==> config.mk <==
export PLATFORM = sky130hd
export DESIGN_NAME = tx_ctrl_encoder_flat
export DESIGN_NICKNAME = d
export VERILOG_FILES = /design/src/rtl/tx_ctrl_encoder_pkg.sv /design/src/rtl/tx_ctrl_encoder_if.sv /design/src/rtl/tx_ctrl_encoder_dwell_cnt.sv /design/src/rtl/tx_ctrl_encoder.sv /design/src/flat_wrapper.sv
export SDC_FILE = /design/constraint.sdc
export NUM_CORES = 1
export LEC_CHECK = 0
export CORE_MARGIN = 4
export CORE_UTILIZATION = 42
export CTS_BUF_LIST = sky130_fd_sc_hd__clkbuf_8
export CTS_CLUSTER_DIAMETER = 100
export DETAILED_ROUTE_END_ITERATION = 8
export GPL_ROUTABILITY_DRIVEN = 0
export GPL_TIMING_DRIVEN = 0
export PLACE_DENSITY = 0.64
export SYNTH_ARGS = -nofsm -noshare
export SYNTH_HDL_FRONTEND = slang
export SYNTH_SLANG_ARGS = --single-unit
==> constraint.sdc <==
create_clock -name clk -period 2.1 [get_ports clk]
set_input_delay 0.21 -clock clk [delete_from_list [all_inputs] [get_ports clk]]
set_output_delay 0.21 -clock clk [all_outputs]
set_load 0.02 [all_outputs]
==> src/rtl/tx_ctrl_encoder_pkg.sv <==
// Shared C-PHY LP control definitions: sequencer states, line levels, CtrlCode values.
// Used by the Tx sequencer and the Rx control decoder.
package cphy_ctrl_pkg;

    typedef enum logic [2:0] {
        STOP,
        HS_RQST,
        HS_PREP,
        HS,
        HS_EXIT,
        LP_RQST,
        TA_RQST,
        TA_GO
    } ctrlState_t;

    // Line levels, ordered {A, B, C}
    localparam logic [2:0] LP_STOP    = 3'b111;
    localparam logic [2:0] LP_HS_RQST = 3'b001;
    localparam logic [2:0] LP_BRIDGE  = 3'b000;
    localparam logic [2:0] LP_LP_RQST = 3'b100;

    localparam logic [1:0] CODE_STOP    = 2'b00;
    localparam logic [1:0] CODE_HS_RQST = 2'b01;
    localparam logic [1:0] CODE_BRIDGE  = 2'b10;
    localparam logic [1:0] CODE_LP_RQST = 2'b11;

    typedef struct packed {
        logic [2:0] abc;
        logic       lpOe;
        logic       hsEn;
        logic       busy;
        logic [1:0] code;
        logic       taGranted;
    } ctrlOut_t;

    localparam ctrlOut_t OUT_RESET = '{
        abc: LP_STOP, lpOe: 1'b1, hsEn: 1'b0, busy: 1'b0,
        code: CODE_STOP, taGranted: 1'b0
    };

    function automatic ctrlOut_t decodeState(input ctrlState_t s);
        ctrlOut_t o;
        o = '{abc: LP_STOP, lpOe: 1'b1, hsEn: 1'b0, busy: 1'b1,
              code: CODE_STOP, taGranted: 1'b0};
        case (s)
            STOP: begin
                o.busy = 1'b0;
            end
            HS_RQST: begin
                o.abc  = LP_HS_RQST;
                o.code = CODE_HS_RQST;
            end
            HS_PREP, TA_RQST: begin
                o.abc  = LP_BRIDGE;
                o.code = CODE_BRIDGE;
            end
            HS: begin
                o.abc  = LP_BRIDGE;
                o.lpOe = 1'b0;
                o.hsEn = 1'b1;
                o.code = CODE_BRIDGE;
            end
            HS_EXIT: begin
                o.abc  = LP_STOP;
            end
            LP_RQST: begin
                o.abc  = LP_LP_RQST;
                o.code = CODE_LP_RQST;
            end
            TA_GO: begin
                o.abc       = LP_BRIDGE;
                o.lpOe      = 1'b0;
                o.code      = CODE_BRIDGE;
                o.taGranted = 1'b1;
            end
            default: o = OUT_RESET;
        endcase
        return o;
    endfunction

endpackage

==> src/rtl/tx_ctrl_encoder_if.sv <==
// LP control handshake and line bundle between the Tx sequencer (master)
// and the PHY front end / HS serializer side (slave).
interface tx_ctrl_encoder_if;
    logic       TxCtrlEn;
    logic       HsReq;
    logic       HsDone;
    logic       TaReq;
    logic       TaReturn;
    logic       A;
    logic       B;
    logic       C;
    logic       LpOe;
    logic       HsEn;
    logic       Busy;
    logic [1:0] CtrlCode;
    logic       TaGranted;

    modport master (
        input  TxCtrlEn, HsReq, HsDone, TaReq, TaReturn,
        output A, B, C, LpOe, HsEn, Busy, CtrlCode, TaGranted
    );

    modport slave (
        output TxCtrlEn, HsReq, HsDone, TaReq, TaReturn,
        input  A, B, C, LpOe, HsEn, Busy, CtrlCode, TaGranted
    );
endinterface

==> src/rtl/tx_ctrl_encoder_dwell_cnt.sv <==
// Loadable dwell down-counter; saturates at zero and flags it.
module tx_ctrl_dwell_cnt #(
    parameter int unsigned CNT_W = 8
) (
    input  logic             clk,
    input  logic             rst,
    input  logic             load,
    input  logic [CNT_W-1:0] loadVal,
    output logic             zero
);
    logic [CNT_W-1:0] count;

    always_ff @(posedge clk) begin
        if (rst) begin
            count <= '0;
        end else if (load) begin
            count <= loadVal;
        end else if (count != '0) begin
            count <= count - CNT_W'(1);
        end
    end

    assign zero = (count == '0);
endmodule

==> src/rtl/tx_ctrl_encoder.sv <==
// Master-side C-PHY LP control sequencer: Stop -> HS-Rqst -> HS-Prep -> HS -> Stop.
// Optional turnaround states are built when TX_TA_EN is defined.
module tx_ctrl_encoder
    import cphy_ctrl_pkg::*;
#(
    parameter int unsigned T_HS_RQST_CYC = 8,
    parameter int unsigned T_HS_PREP_CYC = 6,
    parameter int unsigned T_HS_EXIT_CYC = 10,
    parameter int unsigned T_LP_RQST_CYC = 4,
    parameter int unsigned T_TA_RQST_CYC = 4,
    parameter int unsigned CNT_W         = 8
) (
    input  logic                 clk,
    input  logic                 rst,
    tx_ctrl_encoder_if.master    ctrl
);
    localparam longint unsigned CNT_MAX = (longint'(1) << CNT_W) - 1;

    if (CNT_W == 0) begin : gBadCntW
        $fatal(1, "tx_ctrl_encoder: CNT_W must be nonzero");
    end
    if (T_HS_RQST_CYC == 0 || T_HS_RQST_CYC > CNT_MAX) begin : gBadHsRqst
        $fatal(1, "tx_ctrl_encoder: T_HS_RQST_CYC out of range");
    end
    if (T_HS_PREP_CYC == 0 || T_HS_PREP_CYC > CNT_MAX) begin : gBadHsPrep
        $fatal(1, "tx_ctrl_encoder: T_HS_PREP_CYC out of range");
    end
    if (T_HS_EXIT_CYC == 0 || T_HS_EXIT_CYC > CNT_MAX) begin : gBadHsExit
        $fatal(1, "tx_ctrl_encoder: T_HS_EXIT_CYC out of range");
    end
    if (T_LP_RQST_CYC == 0 || T_LP_RQST_CYC > CNT_MAX) begin : gBadLpRqst
        $fatal(1, "tx_ctrl_encoder: T_LP_RQST_CYC out of range");
    end
    if (T_TA_RQST_CYC == 0 || T_TA_RQST_CYC > CNT_MAX) begin : gBadTaRqst
        $fatal(1, "tx_ctrl_encoder: T_TA_RQST_CYC out of range");
    end

    ctrlState_t       state;
    ctrlState_t       nextState;
    ctrlOut_t         outReg;
    logic             dwellLoad;
    logic [CNT_W-1:0] dwellVal;
    logic             dwellZero;

    tx_ctrl_dwell_cnt #(
        .CNT_W (CNT_W)
    ) dwellCnt (
        .clk     (clk),
        .rst     (rst),
        .load    (dwellLoad),
        .loadVal (dwellVal),
        .zero    (dwellZero)
    );

    always_comb begin
        nextState = state;
        case (state)
            STOP: begin
                if (ctrl.TxCtrlEn && ctrl.HsReq) begin
                    nextState = HS_RQST;
                end
`ifdef TX_TA_EN
                else if (ctrl.TxCtrlEn && ctrl.TaReq) begin
                    nextState = LP_RQST;
                end
`endif
            end
            HS_RQST: if (dwellZero)   nextState = HS_PREP;
            HS_PREP: if (dwellZero)   nextState = HS;
            HS:      if (ctrl.HsDone) nextState = HS_EXIT;
            HS_EXIT: if (dwellZero)   nextState = STOP;
`ifdef TX_TA_EN
            LP_RQST: if (dwellZero)     nextState = TA_RQST;
            TA_RQST: if (dwellZero)     nextState = TA_GO;
            TA_GO:   if (ctrl.TaReturn) nextState = STOP;
`endif
            default: nextState = STOP;
        endcase
    end

    // Reload on every transition: timed states get T-1, untimed ones park the counter at 0.
    always_comb begin
        dwellLoad = (nextState != state);
        case (nextState)
            HS_RQST: dwellVal = CNT_W'(T_HS_RQST_CYC - 1);
            HS_PREP: dwellVal = CNT_W'(T_HS_PREP_CYC - 1);
            HS_EXIT: dwellVal = CNT_W'(T_HS_EXIT_CYC - 1);
            LP_RQST: dwellVal = CNT_W'(T_LP_RQST_CYC - 1);
            TA_RQST: dwellVal = CNT_W'(T_TA_RQST_CYC - 1);
            default: dwellVal = '0;
        endcase
    end

    always_ff @(posedge clk) begin
        if (rst) begin
            state  <= STOP;
            outReg <= OUT_RESET;
        end else begin
            state  <= nextState;
            outReg <= decodeState(nextState);
        end
    end

    assign ctrl.A        = outReg.abc[2];
    assign ctrl.B        = outReg.abc[1];
    assign ctrl.C        = outReg.abc[0];
    assign ctrl.LpOe     = outReg.lpOe;
    assign ctrl.HsEn     = outReg.hsEn;
    assign ctrl.Busy     = outReg.busy;
    assign ctrl.CtrlCode = outReg.code;

`ifdef TX_TA_EN
    assign ctrl.TaGranted = outReg.taGranted;
`else
    logic unusedTa;
    assign unusedTa       = ctrl.TaReq ^ ctrl.TaReturn ^ outReg.taGranted;
    assign ctrl.TaGranted = 1'b0;
`endif

endmodule

==> src/flat_wrapper.sv <==
// flat-port wrapper written by rule: the top's interface ports become plain ports
module tx_ctrl_encoder_flat import cphy_ctrl_pkg::*;
#(
    parameter int unsigned T_HS_RQST_CYC = 8,
    parameter int unsigned T_HS_PREP_CYC = 6,
    parameter int unsigned T_HS_EXIT_CYC = 10,
    parameter int unsigned T_LP_RQST_CYC = 4,
    parameter int unsigned T_TA_RQST_CYC = 4,
    parameter int unsigned CNT_W         = 8
)
  (clk, rst, ctrl_TxCtrlEn, ctrl_HsReq, ctrl_HsDone, ctrl_TaReq, ctrl_TaReturn, ctrl_A, ctrl_B, ctrl_C, ctrl_LpOe, ctrl_HsEn, ctrl_Busy, ctrl_CtrlCode, ctrl_TaGranted);
  tx_ctrl_encoder_if ctrl_i ();
  input  logic clk;
  input  logic rst;
  input wire logic [$bits(ctrl_i.TxCtrlEn)-1:0] ctrl_TxCtrlEn;
  input wire logic [$bits(ctrl_i.HsReq)-1:0] ctrl_HsReq;
  input wire logic [$bits(ctrl_i.HsDone)-1:0] ctrl_HsDone;
  input wire logic [$bits(ctrl_i.TaReq)-1:0] ctrl_TaReq;
  input wire logic [$bits(ctrl_i.TaReturn)-1:0] ctrl_TaReturn;
  output wire logic [$bits(ctrl_i.A)-1:0] ctrl_A;
  output wire logic [$bits(ctrl_i.B)-1:0] ctrl_B;
  output wire logic [$bits(ctrl_i.C)-1:0] ctrl_C;
  output wire logic [$bits(ctrl_i.LpOe)-1:0] ctrl_LpOe;
  output wire logic [$bits(ctrl_i.HsEn)-1:0] ctrl_HsEn;
  output wire logic [$bits(ctrl_i.Busy)-1:0] ctrl_Busy;
  output wire logic [$bits(ctrl_i.CtrlCode)-1:0] ctrl_CtrlCode;
  output wire logic [$bits(ctrl_i.TaGranted)-1:0] ctrl_TaGranted;
  assign ctrl_i.TxCtrlEn = ctrl_TxCtrlEn;
  assign ctrl_i.HsReq = ctrl_HsReq;
  assign ctrl_i.HsDone = ctrl_HsDone;
  assign ctrl_i.TaReq = ctrl_TaReq;
  assign ctrl_i.TaReturn = ctrl_TaReturn;
  assign ctrl_A = ctrl_i.A;
  assign ctrl_B = ctrl_i.B;
  assign ctrl_C = ctrl_i.C;
  assign ctrl_LpOe = ctrl_i.LpOe;
  assign ctrl_HsEn = ctrl_i.HsEn;
  assign ctrl_Busy = ctrl_i.Busy;
  assign ctrl_CtrlCode = ctrl_i.CtrlCode;
  assign ctrl_TaGranted = ctrl_i.TaGranted;
  tx_ctrl_encoder #(.T_HS_RQST_CYC(T_HS_RQST_CYC), .T_HS_PREP_CYC(T_HS_PREP_CYC), .T_HS_EXIT_CYC(T_HS_EXIT_CYC), .T_LP_RQST_CYC(T_LP_RQST_CYC), .T_TA_RQST_CYC(T_TA_RQST_CYC), .CNT_W(CNT_W)) u_core (.clk(clk), .rst(rst), .ctrl(ctrl_i));
endmodule
---- Yosys cells after proc, flatten, opt, wreduce, memory -nomap -nowiden ----
Index checks and enable logic that the tools add are counted.
storage, ports and cells
  register bits ........................... 19
  word-level logic and storage cells ...... 43
operators by class
  add/sub/neg operators ................... 1
  equality and inequality tests ........... 12
  multiplexer cells ....................... 14
  reductions and logical operators ........ 9
operators by type and width
  cell                 count
  $mux 8               2
  $pmux 4 s4           1
  $eq 3x3->1 const B   5
  $mux 3               5
  $pmux 3 s5           1
  $eq 3x2->1 const B   4
  $pmux 3 s3           1
  $logic_not 8->1      1
  $reduce_bool 8->1    1
  $sub 8x1->8 const B  1
  $eq 3x1->1 const B   2
  $logic_not 3->1      2
  $pmux 2 s3           1
  $reduce_or 2->1      2
  $reduce_or 4->1      1
  $mux 1               3
  $ne 3x3->1           1
  $reduce_bool 2->1    1
  $logic_and 1x1->1    1

---- Depth between registers and ports, before layout ----
Gate-level depths: netlist (run 1).
  depth in word-level cells ............... 7
  gate-level depth with buffers ........... 7
  mapped depth without buffers ............ 7

---- Hierarchy ----
From an unflattened synthesis (run 1), not the netlist that was laid out.
second synthesis, totals
  cell total of the unflattened synthesis .. 107
  area total of the unflattened synthesis .. 985.9 um2
by module, submodules not included
  module             times used  cells each  area each (um2)  sequential area each (um2)
  tx_ctrl_encoder    1           54          510.5            220.2
  tx_ctrl_dwell_cnt  1           53          475.5            160.2

---- Worst setup path after synthesis (run 1) ----
No wires, ideal clock.
  path type ............................... reg-to-reg
  from .................................... register u_core.dwellCnt.count[0]
  to ...................................... register u_core.dwellCnt.count[0]
  setup time .............................. 0.088 ns
  arrival ................................. 1.756 ns
  required time ........................... 2.012 ns
  slack ................................... 0.256 ns
  cell stages (with the launch flop) ...... 8
  path buffers ............................ 0
  cells stage by stage .................... dfxtp_1 > inv_1 > ha_1 > or4b_4 > o31ai_4 > o21ai_2 > o211a_1 > o32ai_2
on the way
  word-level cells in the longest chain between the ends .. 7
  elaborated cells between the ends (all ways) .. 18
  classes of those cells .................. add/sub: 1; eq/ne: 6; mux: 7; reduce/logical: 4
ends and longest elaborated chain
  what                       line                                                                 RTL
  start, declared            tx_ctrl_encoder_dwell_cnt.sv:11                                      logic [CNT_W-1:0] count;
  start signal, assigned     tx_ctrl_encoder_dwell_cnt.sv:17                                      count <= loadVal;
  start signal, assigned     tx_ctrl_encoder_dwell_cnt.sv:19                                      count <= count - CNT_W'(1);
  $logic_not 8->1            tx_ctrl_encoder_dwell_cnt.sv:23                                      assign zero = (count == '0);
  $mux 3 (on tied branches)  tx_ctrl_encoder.sv:71, tx_ctrl_encoder.sv:68, tx_ctrl_encoder.sv:69
  $pmux 3 s5                 tx_ctrl_encoder.sv:57                                                case (state)
  $eq 3x3->1                 tx_ctrl_encoder.sv:84                                                case (nextState)
  $reduce_or 2->1 (no line)  n/a
  $pmux 4 s4                 tx_ctrl_encoder.sv:84
  $mux 8                     tx_ctrl_encoder_dwell_cnt.sv:16                                      end else if (load) begin
Parallel ways exist; a longest one is shown, timed or not. The select of a mux whose other input is x is not followed.
A chain may end at the register's enable or synchronous reset.

---- Worst setup path in the final report (run 1) ----
Ends and elaborated chain as after synthesis.

==> metrics.md, run 1 <==
| Metric | Value |
|---|---|
| Yosys warns | `0` |
| Hold Vio Cnt, Final | `0` |
| Clock Skews | `2.04 ps` |
| P_leak | `0.481 nW` |
| Max-slew violations | `0` |
| Share of layout cells above drive strength 1 | `0.138` |
| GRT Total Usage | `0.157` |
| Crit Path Max Fanout | `5` |
| Final min period | `1980 ps` |
| Initial Utilization | `0.453` |
| Htree depth | `1` |
| Required @ worst endpoint | `2270 ps` |
| CTS Buf Count | `3` |
| Netlist Area Pre-Place | `907 um^2` |
| RSZ-0062 raised after global routing | `no` |
| Final nets | `132` |
| DP HPWL | `1410 um` |
| Die W | `54.5 um` |
| Clk sinks | `19` |
| Sequential share of the synthesized area | `0.419` |
| Clock power share | `0.143` |
| Max Buffers Root-to-Sink | `2` |
| Ys flop type | `dfxtp_1` |
| Largest net degree at the start of global routing | `13` |
| Comb power frac | `0.566` |
| Post-synth EDFFs | `0` |
| Most common cell after layout, fill and taps aside | `dfxtp_1` |
| Total iterations of the first detailed-routing run | `5` |
| Diode count | `0` |
| DR vias | `809` |
| Internal power | `1.07 mW` |
| Most frequent cells in the layout | `19 x dfxtp_1, 16 x nor2_1, 12 x clkdlybuf4s50_1, 7 x a21oi_1` |
| Hold_buf cts | `0` |
| Peak supply drop | `795 uV` |
| Min-delay worst type | `reg -> reg` |
| Max_slew headroom | `0.659` |
| # IOs | `16` |
| Critical setup path kind | `reg -> reg` |
| Netlist cell types | `39` |
| Yosys reg bits | `19` |
| Syn Nets | `114` |
| Number of global-route vias before repair | `756` |
| Post-DP Area | `0.00106 mm^2` |
| Run status | `completed` |
| P_sw | `0.760 mW` |
| CTS root buf | `clkbuf_8` |
| Die H | `54.5 um` |
| Final Util | `0.573` |
| Clock slew seen by the registers of the worst setup and hold paths | `70 ps` |
| Cell row count | `16` |
| DR DRC count | `0` |
| Post-route ant nets | `0` |
| Synth Instances | `106` |
| Switch share | `0.414` |
| Die area | `0.00297 mm^2` |
| Setup-failing EPs final | `0` |
| TritonCTS clock tree | `built` |
| Worst-Skew Late Latency | `260 ps` |
| Core ar. | `0.00200 mm^2` |
| Initial antenna violation count | `0` |
| CP endpoint kind | `register` |
| WL final | `1950 um` |
| Asr flop ratio synth | `0` |
| Final worst-path cycle share | `0.942` |
| Power per cell area | `1600 mW/mm^2` |
| Worst EP arrival | `2150 ps` |
| Sequential share of power | `0.291` |
| Max_cap viols | `0` |
| Drt wl/cell | `13.0 um` |
| Syn Area/Cell | `8.56 um^2` |
| 1st-iter DRT viols | `15` |
| Worst slew pin tran | `507 ps` |
| First-pass GRT wire length | `3360 um` |
| IO buf count | `12` |
| Area growth syn-to-layout | `26.3%` |
| GR Overflow Total | `0` |
| Fmax | `0.506 GHz` |
| Vias/cell | `5.39` |
| Startpoint types | `register` |
| Final Cell Area | `0.00115 mm^2` |
==> registers in the layout, summed over array words and instances, names as in the netlist <==
signal,flops
u_core.dwellCnt.count,8
u_core.state,3
u_core.ctrl.CtrlCode,2
u_core.ctrl.A,1
u_core.ctrl.B,1
u_core.ctrl.Busy,1
u_core.ctrl.C,1
u_core.ctrl.HsEn,1
u_core.ctrl.LpOe,1
==> path summary, 6_finish.rpt <==
check                            from                       end  slack (ps)  cells after the start
max reg2reg  u_core.dwellCnt.count[0]  u_core.dwellCnt.count[0]         120                      7
max          u_core.dwellCnt.count[0]  u_core.dwellCnt.count[0]         120                      7
min reg2reg  u_core.dwellCnt.count[7]  u_core.dwellCnt.count[6]         530                      2
min          u_core.dwellCnt.count[7]  u_core.dwellCnt.count[6]         530                      2
==> Yosys cell counts (2+ instances only) <==
master	count	area, um^2
o21ai_0	3	15.0
nand2b_1	2	12.5
nand3_1	4	20.0
nor2_1	16	60.1
dfxtp_1	19	380
or2_1	2	12.5
nor3_1	6	30.0
a21oi_1	8	40.0
a211o_1	2	17.5
inv_1	5	18.8
a31oi_1	2	12.5
buf_2	2	10.0
nand2_1	6	22.5
clkbuf_1	2	7.51
xnor2_1	3	26.3
==> power by group through the flow <==
stage,combinational [mW],clock [mW],sequential (mW)
final,1.04,0.262,0.534
after global routing,1.15,0.284,0.548
after CTS,0.975,0.269,0.533
after detailed placement,0.954,0,0.537
after global placement,0.938,0,0.535
after floorplan,0.674,0,0.580
==> final cells by class <==
| cell class | instances | area, um^2 |
|---|---|---|
| fillers | 195 | 856 |
| repair buffers | 13 | 128 |
| plain buffers | 5 | 25.0 |
| well taps | 27 | 33.8 |
| clock inverters | 1 | 7.51 |
| flip-flops and latches | 19 | 380 |
| multi-input cells | 77 | 512 |
| clock buffers | 3 | 41.3 |
| inverters | 5 | 18.8 |
==> stage by stage <==
stage | setup WS (ps) | instances | hold WS, ps | TNS [ps] | power, mW
2_1_floorplan | 256 | 106 | 329 | 0 | 1.25
3_3_place_gp | 19.5 | 145 | 499 | 0 | 1.47
3_5_place_dp | -88.2 | 145 | 513 | -185 | 1.49
4_1_cts | 48.5 | 149 | 525 | 0 | 1.78
5_1_grt | 32.9 | 150 | 567 | 0 | 1.99
6_report | 122 | 150 | 526 | 0 | 1.84
==> critical path, stage by stage, from the launching register on <==
cell	delay, ps
dfxtp_1	350
inv_1	70
ha_2	210
or4b_4	500
o31ai_4	220
o21ai_4	120
o211a_1	160
o32ai_2	260
==> logic make-up (layout without fill, tap and decap cells) <==
kind of cell,after synthesis,count (layout),share of synthesized area
AO/OA/AOI/OAI,25,25,0.208
XOR/XNOR,4,4,0.0386
AND/OR/NAND/NOR,45,45,0.257
buffers and inverters,10,27,0.0483
other,1,1,0.00413
flip-flops,19,19,0.419
adder cells (fa/ha/maj),1,1,0.0138
multiplexers,1,1,0.0110
==> per-layer routing <==
layer / global-route usage / wire length [um] / vias to the layer above
li1: - / - / 402
met1: 0.197 / 871 / 385
met2: 0.257 / 965 / 20
met3: 0.0300 / 95 / 2
met4: 0.0747 / 13 / 0
met5: 0 / 0 / -
==> timing repair <==
| item | 4_1_cts | 5_1_grt |
|---|---|---|
| setup endpoints to repair | 8 | 8 |
| gates resized for setup | 1 | 4 |
| setup buffers | 0 | 1 |
| pin swaps | 0 | 1 |
Note: power is estimated with default switching activity, not from simulation.
==> run 2, diff against run 1 <==
--- a/config.mk
+++ b/config.mk
@@ -5,6 +5,7 @@
 export SDC_FILE = /design/constraint.sdc
 export NUM_CORES = 1
 export LEC_CHECK = 0
+export CORE_ASPECT_RATIO = 0.75
 export CORE_MARGIN = 4
 export CORE_UTILIZATION = 42
 export CTS_BUF_LIST = sky130_fd_sc_hd__clkbuf_8
@@ -13,6 +14,7 @@
 export GPL_ROUTABILITY_DRIVEN = 0
 export GPL_TIMING_DRIVEN = 0
 export PLACE_DENSITY = 0.64
+export REMOVE_ABC_BUFFERS = 1
 export SYNTH_ARGS = -nofsm -noshare
 export SYNTH_HDL_FRONTEND = slang
 export SYNTH_SLANG_ARGS = --single-unit
==> run 2 against run 1 <==
Clock-buffer cell count unchanged. Clock power decreased by 5%. Sequential power increased by 8.1%. Final area decreased by 4.0%. Largest power group unchanged. Highest routed layer unchanged.
==> metrics.md, run 2 (synthesis results as in run 1) <==
| Metric | Value |
|---|---|
| Min-delay worst type | `reg -> reg` |
| Clock slew seen by the registers of the worst setup and hold paths | `70 ps (about the same)` |
| Die W | `61.7 um (+13%)` |
| Hold Vio Cnt, Final | `0 (unchanged)` |
| First-pass GRT wire length | `3060 um (-9.0%)` |
| Required @ worst endpoint | `2270 ps (about the same)` |
| Worst slew pin tran | `493 ps (-13.5 ps)` |
| Largest reg by FF count | `u_core.dwellCnt.count` |
| Crit Path Max Fanout | `5 (unchanged)` |
| 1st-iter DRT viols | `19 (+4)` |
| Worst-Skew Late Latency | `260 ps (about the same)` |
| Sequential share of power | `0.326 (+0.035)` |
| Total Power | `1.77 mW (-3.5%)` |
| Sequential cell area | `380 um^2 (unchanged)` |
| Setup-failing EPs final | `0 (unchanged)` |
| GR Overflow Total | `0 (unchanged)` |
| Die area | `0.00298 mm^2 (+0.25%)` |
| Clock power share | `0.140 (-0.003)` |
| Worst hold slack | `519 ps (-6.22 ps)` |
| Critical path buffer and inverter count | `1 (unchanged)` |
| Power per cell area | `1610 mW/mm^2 (+0.54%)` |
| CP cell instances | `inv_1 -> ha_2 -> or4b_4 -> o31ai_4 -> o21ai_2 -> o211a_1 -> o32ai_2` |
| Post-route ant nets | `0 (unchanged)` |
| IO buf count | `12 (unchanged)` |
| Cell row count | `14 (-2)` |
| Delay-heaviest family, CP | `compound AO/OA/AOI/OAI gates` |
| CP max stage cell | `or4b_4` |
| Drt wl/cell | `13.0 um (+0.47%)` |
| DR DRC count | `0 (unchanged)` |
| P_leak | `0.466 nW (-3.2%)` |
| WL final | `1850 um (-4.9%)` |
| # IOs | `16 (unchanged)` |
| Final nets | `127 (-3.8%)` |
| Largest net degree at the start of global routing | `13 (unchanged)` |
| CTS Buf Count | `3 (unchanged)` |
| Critical setup path kind | `reg -> reg` |
| CTS root buf | `clkbuf_8` |
| CP endpoint kind | `register` |
| Max Buffers Root-to-Sink | `2 (unchanged)` |
| Fmax | `0.499 GHz (-1.2%)` |
| P_sw | `0.717 mW (-5.7%)` |
| Initial antenna violation count | `0 (unchanged)` |
| Run status | `completed` |
| DR vias | `771 (-4.7%)` |
| Fillers | `192 (-1.5%)` |
| Fin Setup TNS | `0 ps (unchanged)` |
| Highest metal used | `met4` |
| Diode count | `0 (unchanged)` |
| Met1 Wirelength | `890 um (+2.2%)` |
| Clock Skews | `1.43 ps (-0.611 ps)` |
| Final worst-path cycle share | `0.953 (+0.0117)` |
| Number of global-route vias before repair | `673 (-11%)` |
| Max-slew violations | `0 (unchanged)` |
| Total iterations of the first detailed-routing run | `4 (-1)` |
| Final Cell Area | `0.00110 mm^2 (-4.0%)` |
| Setup ws final | `97.7 ps (-24.5 ps)` |
| Clk sinks | `19 (unchanged)` |
| Internal power | `1.05 mW (-2.0%)` |
| Worst path max stage delay | `500 ps (about the same)` |
| Comb power frac | `0.534 (-0.032)` |
| Area growth syn-to-layout | `21.2%` |
| Most frequent cells in the layout | `19 x dfxtp_1, 16 x nor2_1, 12 x clkdlybuf4s50_1, 7 x a21oi_1` |
| TritonCTS clock tree | `built` |
| Htree depth | `1 (unchanged)` |
| Wire length on met2 | `823 um (-15%)` |
| Initial Utilization | `0.446 (-0.00670)` |
| Worst EP arrival | `2180 ps (+30 ps)` |
| Share of layout cells above drive strength 1 | `0.102 (-0.0365)` |
| Final min period | `2000 ps (+24.5 ps)` |
| Vias/cell | `5.43 (+0.67%)` |
| GRT Total Usage | `0.146 (-0.0106)` |
| Max reg flops | `8 (unchanged)` |
| Peak supply drop | `1020 uV (+28%)` |
| Wire length on met3 | `118 um (+24%)` |
| Switch share | `0.405 (-0.00937)` |
| Pre-CTS setup slack | `-56.9 ps (+31.3 ps)` |
| Post-DP Area | `0.00103 mm^2 (-2.7%)` |
| Max_slew headroom | `0.669 (+0.00909)` |
| Most common cell after layout, fill and taps aside | `dfxtp_1` |
| RSZ-0062 raised after global routing | `no` |
| Core ar. | `0.00203 mm^2 (+1.5%)` |
| Startpoint types | `register` |
| Max_cap viols | `0 (unchanged)` |
| DP HPWL | `1420 um (+1.0%)` |
| Footprint of the multi-input gates | `498 um^2 (-2.7%)` |
| Die H | `48.2 um (-11%)` |
-- run 2: cell count changes in the layout (fill, tap and decap cells not counted) --
cell	previous run	this run
buf_2	2	0
buf_4	2	1
inv_1	5	6
o21ai_2	0	1
a31oi_1	1	2
o21ai_4	1	0
clkinvlp_4	1	0
a31oi_2	1	0
clkbuf_1	2	0
-- run 2: power groups by stage --
stage | clock [mW] | combinational, mW | sequential [mW]
2_1_floorplan | 0 | 0.628 | 0.611
3_3_place_gp | 0 | 0.881 | 0.574
3_5_place_dp | 0 | 0.897 | 0.582
4_1_cts | 0.258 | 0.917 | 0.578
5_1_grt | 0.266 | 1.06 | 0.595
6_report | 0.248 | 0.945 | 0.577
-- run 2: routing by layer --
layer  GRT usage  vias up
met5           0        -
met4      0.0381        0
met3      0.0582        3
met2       0.230       16
met1       0.190      357
li1            -      395
-- run 2: worst reg2reg max path, stage by stage, from the launching register on --
cell and delay, ps:
dfxtp_1 350, inv_1 70, ha_2 210, or4b_4 500
o31ai_4 240, o21ai_2 140, o211a_1 160, o32ai_2 250
-- run 2: area by class of cell --
| cell class | count | area share |
|---|---|---|
| Sequential cell | 19 | 0.346 |
| Tap cell | 24 | 0.0273 |
| Multi-Input combinational cell | 77 | 0.453 |
| Inverter | 5 | 0.0171 |
| Clock inverter | 1 | 0.00341 |
| Clock buffer | 3 | 0.0375 |
| Timing Repair Buffer | 13 | 0.116 |
-- run 2: timing repair --
action / in CTS / in global routing
buffers inserted: 0 / 1
endpoints found under the hold margin: 0 / 0
hold buffers: 0 / 0
endpoints found under the setup margin: 1 / 8
resized for setup: 1 / 2
-- run 2: per-stage QoR --
step                cells  utilization
finish                142        0.541
global route          142        0.541
CTS                   141        0.534
detailed placement    137        0.508
global placement      137        0.508
floorplan             101            -
-- run 2: path summary, 6_finish.rpt --
check	cells past startpoint	slack, ps	end	start
min reg2reg	2	520	u_core.dwellCnt.count[6]	u_core.dwellCnt.count[7]
max	7	100	u_core.dwellCnt.count[0]	u_core.dwellCnt.count[0]
max reg2reg	7	100	u_core.dwellCnt.count[0]	u_core.dwellCnt.count[0]
min	2	520	u_core.dwellCnt.count[6]	u_core.dwellCnt.count[7]
==> run 3, diff against run 2 <==
--- a/config.mk
+++ b/config.mk
@@ -9,10 +9,8 @@
 export CORE_MARGIN = 4
 export CORE_UTILIZATION = 42
 export CTS_BUF_LIST = sky130_fd_sc_hd__clkbuf_8
-export CTS_CLUSTER_DIAMETER = 100
 export DETAILED_ROUTE_END_ITERATION = 8
 export GPL_ROUTABILITY_DRIVEN = 0
-export GPL_TIMING_DRIVEN = 0
 export PLACE_DENSITY = 0.64
 export REMOVE_ABC_BUFFERS = 1
 export SYNTH_ARGS = -nofsm -noshare
==> run 3 against run 2 <==
Final area rose by 0.34%. Maximum frequency is 0.55% higher. Clock-buffer cell count did not move. Largest power group unchanged. First-iteration DRC count grew 32%. Critical path depth unchanged. Global-route usage about the same. Cell count grew 1.4%. Non-clock buffer count increased by 2. Highest routed layer unchanged. Register-to-register slack barely moved. Critical path type unchanged. Total power down 0.31%. Clock power hardly changed.
==> metrics.md, run 3 (synthesis results as in run 1) <==
| Metric | Value |
|---|---|
| Most common cell after layout, fill and taps aside | `dfxtp_1` |
| CTS Buf Count | `3 (unchanged)` |
| GR Overflow Total | `0 (unchanged)` |
| Post-DP Area | `0.00105 mm^2 (+2.2%)` |
| Cell row count | `14 (unchanged)` |
| WL final | `1820 um (-1.5%)` |
| 1st-iter DRT viols | `25 (+6)` |
| DR vias | `751 (-2.6%)` |
| Die W | `61.7 um (unchanged)` |
| Hold Vio Cnt, Final | `0 (unchanged)` |
| Fin Setup TNS | `0 ps (unchanged)` |
| Worst-Skew Late Latency | `250 ps (about the same)` |
| Crit Path Max Fanout | `5 (unchanged)` |
| Diode count | `0 (unchanged)` |
| Die H | `48.2 um (unchanged)` |
| Clock slew seen by the registers of the worst setup and hold paths | `70 ps (about the same)` |
| Htree depth | `1 (unchanged)` |
| Die area | `0.00298 mm^2 (unchanged)` |
| Final min period | `1990 ps (-11.0 ps)` |
| Max reg flops | `8 (unchanged)` |
| Hold_buf cts | `0 (unchanged)` |
| Worst slew pin tran | `498 ps (+4.82 ps)` |
| First-pass GRT wire length | `3100 um (+1.4%)` |
| Sequential share of power | `0.325 (about the same)` |
| Clk sinks | `19 (unchanged)` |
| Final Cell Area | `0.00110 mm^2 (+0.34%)` |
| DR DRC count | `0 (unchanged)` |
| Post_cts resized | `0 (-1)` |
| Clock power share | `0.140 (about the same)` |
| P_sw | `0.708 mW (-1.3%)` |
| Required @ worst endpoint | `2260 ps (about the same)` |
| Min-delay worst type | `reg -> reg` |
| CP cell instances | `inv_1 -> ha_2 -> or4b_4 -> o31ai_4 -> o21ai_2 -> o211a_1 -> o32ai_2` |
| Worst EP arrival | `2150 ps (-30 ps)` |
| Final worst-path cycle share | `0.948 (-0.00523)` |
| TritonCTS clock tree | `built` |
| Vias/cell | `5.22 (-3.9%)` |
| Run status | `completed` |
| Core ar. | `0.00203 mm^2 (unchanged)` |
| Internal power | `1.06 mW (+0.34%)` |
| # IOs | `16 (unchanged)` |
| Fmax | `0.502 GHz (+0.55%)` |
| Clock Skews | `2.62 ps (+1.18 ps)` |
| Worst hold slack | `523 ps (+3.82 ps)` |
| Largest net degree at the start of global routing | `13 (unchanged)` |
| Switch share | `0.401 (-0.00391)` |
| Share of layout cells above drive strength 1 | `0.117 (+0.0150)` |
| Most frequent cells in the layout | `18 x dfxtp_1, 16 x nor2_1, 12 x clkdlybuf4s50_1, 8 x a21oi_1` |
| Max_cap viols | `0 (unchanged)` |
| Drt wl/cell | `12.7 um (-2.8%)` |
| Number of global-route vias before repair | `672 (-0.15%)` |
| IO buf count | `12 (unchanged)` |
| Max-slew violations | `0 (unchanged)` |
| Initial antenna violation count | `0 (unchanged)` |
| Final nets | `129 (+1.6%)` |
| Reg2reg path depth | `7 (unchanged)` |
| Initial Utilization | `0.446 (unchanged)` |
| Peak supply drop | `798 uV (-22%)` |
| CP endpoint kind | `register` |
| Hold Path Stages | `2 (unchanged)` |
| P_leak | `0.468 nW (+0.53%)` |
| Post-CTS setup buffer count | `0 (unchanged)` |
| Max Buffers Root-to-Sink | `2 (unchanged)` |
| Power per cell area | `1600 mW/mm^2 (-0.65%)` |
| Largest reg by FF count | `u_core.dwellCnt.count` |
| CP max stage cell | `or4b_4` |
| GRT Total Usage | `0.146 (-0.000411)` |
| Area growth syn-to-layout | `21.7%` |
| Worst path max stage delay | `500 ps (about the same)` |
| Max_slew headroom | `0.665 (-0.00324)` |
| DP HPWL | `1360 um (-4.0%)` |
| Startpoint types | `register` |
| RSZ-0062 raised after global routing | `no` |
| Total iterations of the first detailed-routing run | `4 (unchanged)` |
| CTS root buf | `clkbuf_8` |
| Critical setup path kind | `reg -> reg` |
| Comb power frac | `0.535 (about the same)` |
| Setup-failing EPs final | `0 (unchanged)` |
| Post-route ant nets | `0 (unchanged)` |
run 3: cell types whose count changed in the layout (fill, tap and decap cells not counted):
cell	previous run	this run
nor4b_2	0	1
a21oi_1	7	8
nor4b_4	1	0
dfxtp_2	0	1
a21oi_2	1	0
dfxtp_1	19	18
buf_4	1	3
run 3: path summary, 6_finish.rpt:
check	from	endpoint	slack (ps)
setup / recovery	u_core.dwellCnt.count[0]	u_core.dwellCnt.count[0]	110
hold / removal	u_core.dwellCnt.count[7]	u_core.dwellCnt.count[6]	520
setup reg to reg	u_core.dwellCnt.count[0]	u_core.dwellCnt.count[0]	110
hold reg to reg	u_core.dwellCnt.count[7]	u_core.dwellCnt.count[6]	520
run 3: routing by layer:
layer / global-route usage / vias up / wire, um
met1: 0.200 / 340 / 958
met5: 0 / - / 0
met4: 0.0636 / 0 / 28
li1: - / 396 / -
met2: 0.207 / 10 / 754
met3: 0.0529 / 5 / 82
run 3: power by group through the flow:
| stage | combinational, mW | clock (mW) | sequential [mW] |
|---|---|---|---|
| floorplan | 0.628 | 0 | 0.611 |
| global placement | 0.926 | 0 | 0.574 |
| detailed placement | 0.936 | 0 | 0.579 |
| CTS | 0.945 | 0.253 | 0.570 |
| global route | 1.04 | 0.269 | 0.593 |
| finish | 0.945 | 0.246 | 0.574 |
run 3: stage by stage:
stage | instances | util | worst slack [ps] | power, mW
after global routing | 144 | 0.543 | 27.2 | 1.90
after CTS | 144 | 0.541 | 65.9 | 1.77
after detailed placement | 140 | 0.519 | 84.3 | 1.52
after global placement | 140 | 0.519 | 132 | 1.50
after floorplan | 101 | - | 256 | 1.24
final | 144 | 0.543 | 109 | 1.76
run 3: layout make-up:
type,instances,area (um^2)
timing repair buffer,15,143
multi-input combinational,77,485
clock buffer,3,41.3
clock inverter,1,3.75
tap,24,30.0
inverter,5,18.8
fill,188,928
sequential,19,382
run 3: worst max-delay path: cells and delay by family, from the launching register on:
kind	cells	cell delay, ps
compound gates	4	800
simple gates	1	500
flops	1	340
fa+ha+maj	1	200
buf+inv	1	60
